--- config.mk ---
export PLATFORM = sky130hd
export DESIGN_NAME = aes_round_ctrl
export DESIGN_NICKNAME = d
export VERILOG_FILES = /design/src/rtl/aes_round_ctrl.sv
export SDC_FILE = /design/constraint.sdc
export NUM_CORES = 1
export LEC_CHECK = 0
export BUFFER_PORTS_ARGS = -buffer_cell sky130_fd_sc_hd__buf_2
export CAP_MARGIN = 20
export CORE_UTILIZATION = 45
export CTS_CLUSTER_SIZE = 30
export DETAILED_ROUTE_END_ITERATION = 10
export PLACE_DENSITY = 0.76
export SLEW_MARGIN = 20
export SYNTH_ARGS = -nofsm -noshare
export SYNTH_HDL_FRONTEND = slang
export SYNTH_SLANG_ARGS = --single-unit
--- constraint.sdc ---
create_clock -name clock -period 2.94 [get_ports clock]
set_clock_uncertainty 0.15 [all_clocks]
set_input_delay 0.147 -clock clock [delete_from_list [all_inputs] [get_ports clock]]
set_output_delay 0.147 -clock clock [all_outputs]
set_load 0.01 [all_outputs]
--- src/rtl/aes_round_ctrl.sv ---
// Iterative AES-128 round sequencer: loads block^key, issues one token per round,
// times each round capture, and presents the ciphertext through a valid/ready hold.
module aes_round_ctrl #(
    parameter int NR        = 10,
    parameter int ROUND_LAT = 4
) (
    input  logic       clock,
    input  logic       reset,
    input  logic       start,
    input  logic       out_ready,
    output logic       busy,
    output logic       load_sel,
    output logic       round_en,
    output logic       empty,
    output logic       last_round,
    output logic [7:0] Rcon_out,
    output logic [3:0] round_cnt,
    output logic       out_valid,
    output logic [2:0] dbg_state
);

    localparam logic [2:0] S_IDLE  = 3'd0;
    localparam logic [2:0] S_LOAD  = 3'd1;
    localparam logic [2:0] S_ISSUE = 3'd2;
    localparam logic [2:0] S_WAIT  = 3'd3;
    localparam logic [2:0] S_HOLD  = 3'd4;

    localparam logic [3:0] NR_C     = 4'(NR);
    localparam logic [3:0] LAT_INIT = 4'(ROUND_LAT - 1);
    localparam logic [7:0] RCON_1   = 8'h01;

    // Handshake: out_valid is high for every HOLD cycle; the ciphertext is
    // accepted on the rising edge where out_valid and out_ready are both high,
    // and out_valid drops in the following cycle.

    logic [2:0] state_q, state_d;
    logic [3:0] round_q, round_d;
    logic [7:0] rcon_q,  rcon_d;
    logic [3:0] lat_q,   lat_d;

    function automatic logic [7:0] xtime(input logic [7:0] b);
        return {b[6:0], 1'b0} ^ (b[7] ? 8'h1B : 8'h00);
    endfunction

    always_ff @(posedge clock or posedge reset) begin
        if (reset) begin
            state_q <= S_IDLE;
            round_q <= 4'd0;
            rcon_q  <= RCON_1;
            lat_q   <= 4'd0;
        end else begin
            state_q <= state_d;
            round_q <= round_d;
            rcon_q  <= rcon_d;
            lat_q   <= lat_d;
        end
    end

    always_comb begin
        state_d = state_q;
        round_d = round_q;
        rcon_d  = rcon_q;
        lat_d   = lat_q;
        case (state_q)
            S_IDLE: begin
                if (start) begin
                    state_d = S_LOAD;
                    round_d = 4'd0;
                    rcon_d  = RCON_1;
                end
            end
            S_LOAD: begin
                state_d = S_ISSUE;
                round_d = round_q + 4'd1;
            end
            S_ISSUE: begin
                lat_d   = LAT_INIT;
                state_d = S_WAIT;
            end
            S_WAIT: begin
                if (lat_q == 4'd0) begin
                    if (round_q == NR_C) begin
                        state_d = S_HOLD;
                    end else begin
                        // Round counter and Rcon change together as the next token issues.
                        state_d = S_ISSUE;
                        round_d = round_q + 4'd1;
                        rcon_d  = xtime(rcon_q);
                    end
                end else begin
                    lat_d = lat_q - 4'd1;
                end
            end
            S_HOLD: begin
                if (out_ready) begin
                    state_d = S_IDLE;
                    round_d = 4'd0;
                    rcon_d  = RCON_1;
                end
            end
            default: begin
                state_d = S_IDLE;
            end
        endcase
    end

    // Every output is a decode of registered state; inputs only steer next state.
    assign busy       = (state_q != S_IDLE);
    assign load_sel   = (state_q == S_LOAD);
    assign round_en   = (state_q == S_LOAD) || ((state_q == S_WAIT) && (lat_q == 4'd0));
    assign empty      = (state_q != S_ISSUE);
    assign last_round = ((state_q == S_ISSUE) || (state_q == S_WAIT)) && (round_q == NR_C);
    assign Rcon_out   = rcon_q;
    assign round_cnt  = round_q;
    assign out_valid  = (state_q == S_HOLD);
    assign dbg_state  = state_q;

endmodule
==> run_results.csv, run 1 <==
group,metric,value,unit
setup_path,reg2reg_slack,0.77,ns
global_route,overflow,0,
route,avgViaCountPerCell,5.494,
timing,hold_violations,0,
setup_path,cpMaxStageDelayCell,"dfrtp_1",
timing,setup_viol,0,
timing,period_share,0.7393,
final_layout,num-nets-final,143,
timing,setup_ws,0.7663,ns
final_layout,drive_gt1_frac,0.3209,
setup_path,rr_startpoint,"lat_q[0]$_DFFE_PP0P_",
clock_network,cts_made_buffers,3,
clock_network,clock_path_buffers,2,
synthesis,yosysWarnings,0,
floorplan,ioPinCount,25,
synthesis,synth_flop_cell,"dfrtp_1",
clock_network,clk_latency,0.30,ns
global_route,grt_usage,0.1852,
hold_path,hold_depth,4,
final_layout,n_fill_cell,202,
timing,fin_crit,2.174,ns
setup_path,max_stage_delay,0.43,ns
placed_design,place_congestion,0.8306,
setup_path,cp_cell_sequence,"inv_1, ha_1, nor3b_4, o2bb2ai_2, nor3_4, mux2_2",
route,drc,0,
placed_design,io_buffers,24,
final_layout,area_growth,15.45,%
clock_network,h-tree-depth,1,
final_layout,final_core_util,0.5668,
synthesis,synth_cells,108,
floorplan,start_util,0.4909,
setup_path,worstPathArrival,2.22,ns
clock_network,cts_hold_buffers,2,
floorplan,fp.dieW,51.83,um
placed_design,dp_hpwl,1607,um
timing,fmax,460.0,MHz
synthesis,ys_seq_elements,19,
setup_path,r2r_cells,6,
clock_network,clkTransAtPathRegs,0.11,ns
hold_path,worstHoldPathType,"in2reg",
setup_path,worst_setup_path_end_kind,"flip-flop",
final_layout,finalNonFillerCells,162,
placed_design,dp_worst_setup_slack,0.7910,ns
route,drtPass1Iterations,6,
synthesis,synth-edff-count,0,
timing,rsz0062_at_grt,"no",
global_route,antenna_found_initial,0,
clock_network,cts.sinks,19,
floorplan,rows,17,
outcome,outcome,"finished clean",
timing,maxSlewViolCount,0,
pwr,power_leakage,0.6342,nW
timing,relSlewSlack,0.5130,
route,drt-wirelength-per-cell,13.77,um
timing,max_slew.worst_pin.slew,0.7297,ns
synthesis,synth-async-reset-ratio,1.000,
floorplan,die_area,2686,um^2
clock_network,cts.repair.resized,0,
synthesis,avgSynthCellArea,10.35,um^2
route,detail-route-antenna-nets,0,
placed_design,dp_cells,156,
run,drv_cap,0,
synthesis,syn_area,1117,um^2
setup_path,start_kind,"flip-flop",
synthesis,syn_nets,116,
floorplan,die_y,51.83,um
global_route,first_global_vias,803,
route,drtIter0Drc,20,
timing,fin_setup_tns,0,ns
hold_path,hold_path_end,"dbg_state[0]$_DFFE_PP0P_",
setup_path,crit_fanout,8,
pwr,cellPowerDensity,980.9,nW/um^2
synthesis,ys_seq_area_frac,0.4267,
route,drt_wl_total,2231,um
floorplan,core-area,2276,um^2
setup_path,worstPathRequired,2.98,ns
clock_network,root_buffer,"clkbuf_4",
hold_path,hold_start,"start",
setup_path,worstReg2RegEnd,"Rcon_out[4]$_DFFE_PP0P_",
final_layout,antenna_cells,0,
setup_path,critical_path_class,"reg2reg",
clock_network,cts_tree,"yes",
synthesis,ys_types,38,
global_route,grt_pass1_wl,3594,um
global_route,grt_max_degree,20,
clock_network,post_cts.repair.setup_buffers,0,
pwr,ir_drop,0.0005817,V
route,num_vias,890,
-- placed cells by master, fill, tap and decap left out, drive strengths merged, types with 2 or more instances in the layout --
cell         netlist  layout
nor2b              2       2
buf                3      24
dlygate4sd3        0       2
nand2b             3       3
nor4               2       2
mux2i              3       3
nor2              10      10
o21ai              6       6
and2b              2       2
xnor2              3       3
a21oi              2       2
dfrtp             18      18
inv                7       7
mux2               7       7
nand2              3       3
nand3b             3       3
a22oi              2       2
o31ai              3       3
and3               5       5
nand3              3       3
ha                 4       4
nor3               2       2
clkbuf             1       3
-- state kept, by name (all words and copies together) (netlist names) --
name	flops
round_cnt	4
lat_q	4
Rcon_out	8
dbg_state	3
-- cell families after synthesis --
kind of cell / Yosys count / synth area share
compound gates: 19 / 0.1209
xor+xnor: 3 / 0.02352
fa+ha+maj: 4 / 0.04479
buf+inv: 11 / 0.05039
flops: 19 / 0.4267
mux: 10 / 0.09743
simple gates: 42 / 0.2363
-- worst max path at each step --
stage / from / endpoint / cells after the start
2_1_floorplan: lat_q[0]$_DFFE_PP0P_ / Rcon_out[1]$_DFFE_PP0P_ / 6
3_3_place_gp: lat_q[1]$_DFFE_PP0P_ / Rcon_out[4]$_DFFE_PP0P_ / 6
3_5_place_dp: lat_q[0]$_DFFE_PP0P_ / Rcon_out[5]$_DFFE_PP0P_ / 6
4_1_cts: lat_q[0]$_DFFE_PP0P_ / Rcon_out[4]$_DFFE_PP0P_ / 6
5_1_grt: lat_q[0]$_DFFE_PP0P_ / Rcon_out[4]$_DFFE_PP0P_ / 6
6_report: lat_q[0]$_DFFE_PP0P_ / Rcon_out[4]$_DFFE_PP0P_ / 6
-- power by group --
part | total [mW] | switching [mW] | internal [mW]
Clock | 0.135 | 0.0847 | 0.0507
Combinational | 0.649 | 0.334 | 0.315
Sequential | 0.481 | 0.120 | 0.361
-- per-stage QoR --
stage | instance area (um^2) | hold WS (ns) | power (mW)
6_report | 1290 | 0.09737 | 1.265
5_1_grt | 1290 | 0.1403 | 1.377
4_1_cts | 1290 | 0.09710 | 1.279
3_5_place_dp | 1242 | 0.1685 | 1.138
3_3_place_gp | 1242 | 0.1635 | 1.113
2_1_floorplan | 1117 | -0.05261 | 0.9647
-- synthesized netlist by cell type, types with 2 or more instances --
cell / n / area [um^2]
and2b_2: 2 / 17.52
o21ai_0: 6 / 30.03
a22oi_1: 2 / 15.01
a21oi_1: 2 / 10.01
mux2_2: 7 / 78.83
nor2_1: 10 / 37.54
o31ai_1: 3 / 22.52
mux2i_1: 3 / 30.03
nand2b_1: 3 / 18.77
inv_1: 7 / 26.28
ha_1: 4 / 50.05
nand3_1: 3 / 15.01
and3_1: 5 / 31.28
nor2b_1: 2 / 12.51
nor4_1: 2 / 12.51
buf_4: 2 / 15.01
xnor2_1: 3 / 26.28
nand3b_1: 3 / 22.52
nand2_1: 3 / 11.26
dfrtp_1: 18 / 450.4
-- critical path: cells and delay by family, from the launching register on --
| kind | cells | cell delay, ns |
|---|---|---|
| AND/OR/NAND/NOR | 2 | 0.65 |
| flip-flops | 1 | 0.43 |
| multiplexers | 1 | 0.39 |
| adder cells (fa/ha/maj) | 1 | 0.18 |
| AO/OA/AOI/OAI | 1 | 0.16 |
| buffers and inverters | 1 | 0.12 |
-- area by class of cell --
class,instances,area (um^2),share of cell area
Multi-Input combinational cell,78,584.3,0.4530
Sequential cell,19,476.7,0.3695
Timing Repair Buffer,26,140.1,0.1086
Tap cell,28,35.03,0.02716
Inverter,7,26.28,0.02037
Clock buffer,3,22.52,0.01746
Clock inverter,1,5.005,0.003880
-- per-layer routing --
| layer | global-route usage | part of all wire | vias up |
|---|---|---|---|
| li1 | - | - | 439 |
| met1 | 0.2355 | 0.45 | 424 |
| met2 | 0.2991 | 0.48 | 25 |
| met3 | 0.03509 | 0.060 | 2 |
| met4 | 0.09009 | 0.0076 | 0 |
| met5 | 0 | 0 | - |
Note: power is estimated with default switching activity, not from simulation.
==> inputs of run 2 (changes only) <==
Settings changed: PLACE_DENSITY 0.76 to 0.79.
Clock period 2.94 ns to 1.7 ns, I/O delays scaled along.
==> run_results.csv, run 2 (synthesis results as in run 1) <==
group,metric,value,unit
global_route,overflow,0,
placed_design,place_congestion,0.8273,
final_layout,finalNonFillerCells,191,
timing,hold_violations,0,
placed_design,dp_hpwl,2062,um
final_layout,largest_reg_flops,8,
setup_path,worst_setup_path_end_kind,"flip-flop",
pwr,cellPowerDensity,1783,nW/um^2
floorplan,start_util,0.4909,
placed_design,dpl_cell_area,1456,um^2
run,drv_cap,0,
timing,max_slew.worst_pin.slew,0.3824,ns
timing,rsz0062_at_grt,"yes",
placed_design,dp_cells,181,
pwr,ir_drop,0.001397,V
outcome,violations,"negative setup slack",
floorplan,die_y,51.83,um
setup_path,rr_startpoint,"lat_q[1]$_DFFE_PP0P_",
final_layout,regArea,480.5,um^2
timing,maxSlewViolCount,0,
pwr,finalPower,2.956,mW
final_layout,antenna_cells,0,
global_route,grt_usage,0.2339,
floorplan,die_area,2686,um^2
clock_network,cts.sinks,19,
route,drc,0,
final_layout,drive_gt1_frac,0.5399,
timing,setup_viol,17,
placed_design,io_buffers,24,
setup_path,cpMaxStageDelayCell,"dfrtp_1",
final_layout,multi_input_area,691.9,um^2
setup_path,r2r_cells,7,
setup_path,cp_cell_sequence,"inv_2, ha_4, nor3b_4, o2bb2ai_4, nor3_4, buf_12, mux2_4",
outcome,outcome,"complete, but fails checks",
final_layout,n_fill_cell,154,
floorplan,ioPinCount,25,
clock_network,h-tree-depth,1,
timing,fin_crit,1.837,ns
final_layout,num-nets-final,172,
timing,fin_setup_tns,-1.329,ns
global_route,grt_max_degree,12,
final_layout,area_growth,48.38,%
timing,fmax,544.5,MHz
hold_path,hold_start,"start",
hold_path,hold_depth,4,
final_layout,final_common_cell,"buf_4",
clock_network,cts_tree,"yes",
clock_network,cts_made_buffers,3,
global_route,grt_pass1_wl,4664,um
setup_path,worstPathArrival,1.88,ns
global_route,antenna_found_initial,0,
hold_path,worstHoldPathType,"in2reg",
clock_network,clk_latency,0.29,ns
final_layout,final_cell_mix,"buf_4, buf_2, dfrtp_1, nor2_1, mux2_4",
route,drtIter0Drc,27,
timing,setup_ws,-0.1365,ns
clock_network,root_buffer,"clkbuf_4",
route,drt_wl_total,3021,um
clock_network,clkTransAtPathRegs,0.11,ns
route,num_vias,1045,
timing,period_share,1.080,
setup_path,worstPathRequired,1.74,ns
pwr,power_leakage,0.8123,nW
timing,relSlewSlack,0.7448,
floorplan,core-area,2276,um^2
setup_path,start_kind,"flip-flop",
route,detail-route-antenna-nets,0,
setup_path,crit_fanout,8,
setup_path,reg2reg_slack,-0.14,ns
floorplan,rows,17,
setup_path,critical_path_class,"reg2reg",
route,avgViaCountPerCell,5.471,
global_route,first_global_vias,996,
clock_network,clock_path_buffers,2,
route,drt-wirelength-per-cell,15.82,um
route,drtPass1Iterations,4,
final_layout,final_cell_area,1658,um^2
placed_design,dp_worst_setup_slack,-0.1752,ns
floorplan,fp.dieW,51.83,um
setup_path,worstReg2RegEnd,"Rcon_out[6]$_DFFE_PP0P_",
setup_path,max_stage_delay,0.41,ns
hold_path,hold_path_end,"dbg_state[0]$_DFFE_PP0P_",
[run 2: changes by cell type in the layout (fill, tap and decap cells not counted), sizes merged]
cell	delta
buf	+29
[run 2: timing repair]
item                                    in CTS  in global routing
endpoints found under the setup margin      15                 19
gates resized for setup                     15                 17
hold buffers                                 2                  0
pin swaps                                    5                  4
buffers inserted                             1                  3
hold endpoints to repair                    20                  0
[run 2: how the worst max path moves through the flow]
stage	start	endpoint	slack, ns	cells after the start
global route	lat_q[1]$_DFFE_PP0P_	Rcon_out[7]$_DFFE_PP0P_	-0.20	7
floorplan	lat_q[0]$_DFFE_PP0P_	Rcon_out[1]$_DFFE_PP0P_	-0.19	6
detailed placement	lat_q[0]$_DFFE_PP0P_	round_cnt[3]$_DFFE_PP0P_	-0.18	6
finish	lat_q[1]$_DFFE_PP0P_	Rcon_out[6]$_DFFE_PP0P_	-0.14	7
CTS	lat_q[1]$_DFFE_PP0P_	Rcon_out[6]$_DFFE_PP0P_	-0.17	7
global placement	lat_q[1]$_DFFE_PP0P_	round_cnt[3]$_DFFE_PP0P_	-0.12	6
[run 2: cell type report]
type | instances | area share
Multi-Input combinational cell | 78 | 0.4174
Sequential cell | 19 | 0.2898
Timing Repair Buffer | 55 | 0.2392
Tap cell | 28 | 0.02113
Inverter | 7 | 0.01585
Clock buffer | 3 | 0.01358
Clock inverter | 1 | 0.003019
[run 2: where the power goes]
part | switching [mW] | internal (mW) | total [mW]
Sequential | 0.146 | 0.630 | 0.776
Clock | 0.143 | 0.0875 | 0.231
Combinational | 0.912 | 1.04 | 1.95
[run 2: routing by layer]
layer / global-route usage / up-vias / part of all wire
met5: 0 / - / 0
met4: 0.06306 / 0 / 0.010
met3: 0.02924 / 4 / 0.035
met2: 0.3953 / 41 / 0.53
met1: 0.3123 / 505 / 0.43
li1: - / 495 / -
[run 2: per-stage QoR]
| stage | hold slack (ns) | util |
|---|---|---|
| final | 0.01782 | 0.7284 |
| after detailed placement | -0.06729 | 0.6399 |
| after CTS | 0.02903 | 0.6872 |
| after floorplan | -0.1147 | - |
| after global routing | 0.06614 | 0.7284 |
| after global placement | -0.08220 | 0.6399 |
[run 2: critical path: cells and delay by family (launching register included)]
family          cells  cell delay, ns
simple gates        2            0.40
fa+ha+maj           1            0.13
flops               1            0.41
mux                 1            0.30
buf+inv             2            0.24
compound gates      1            0.10
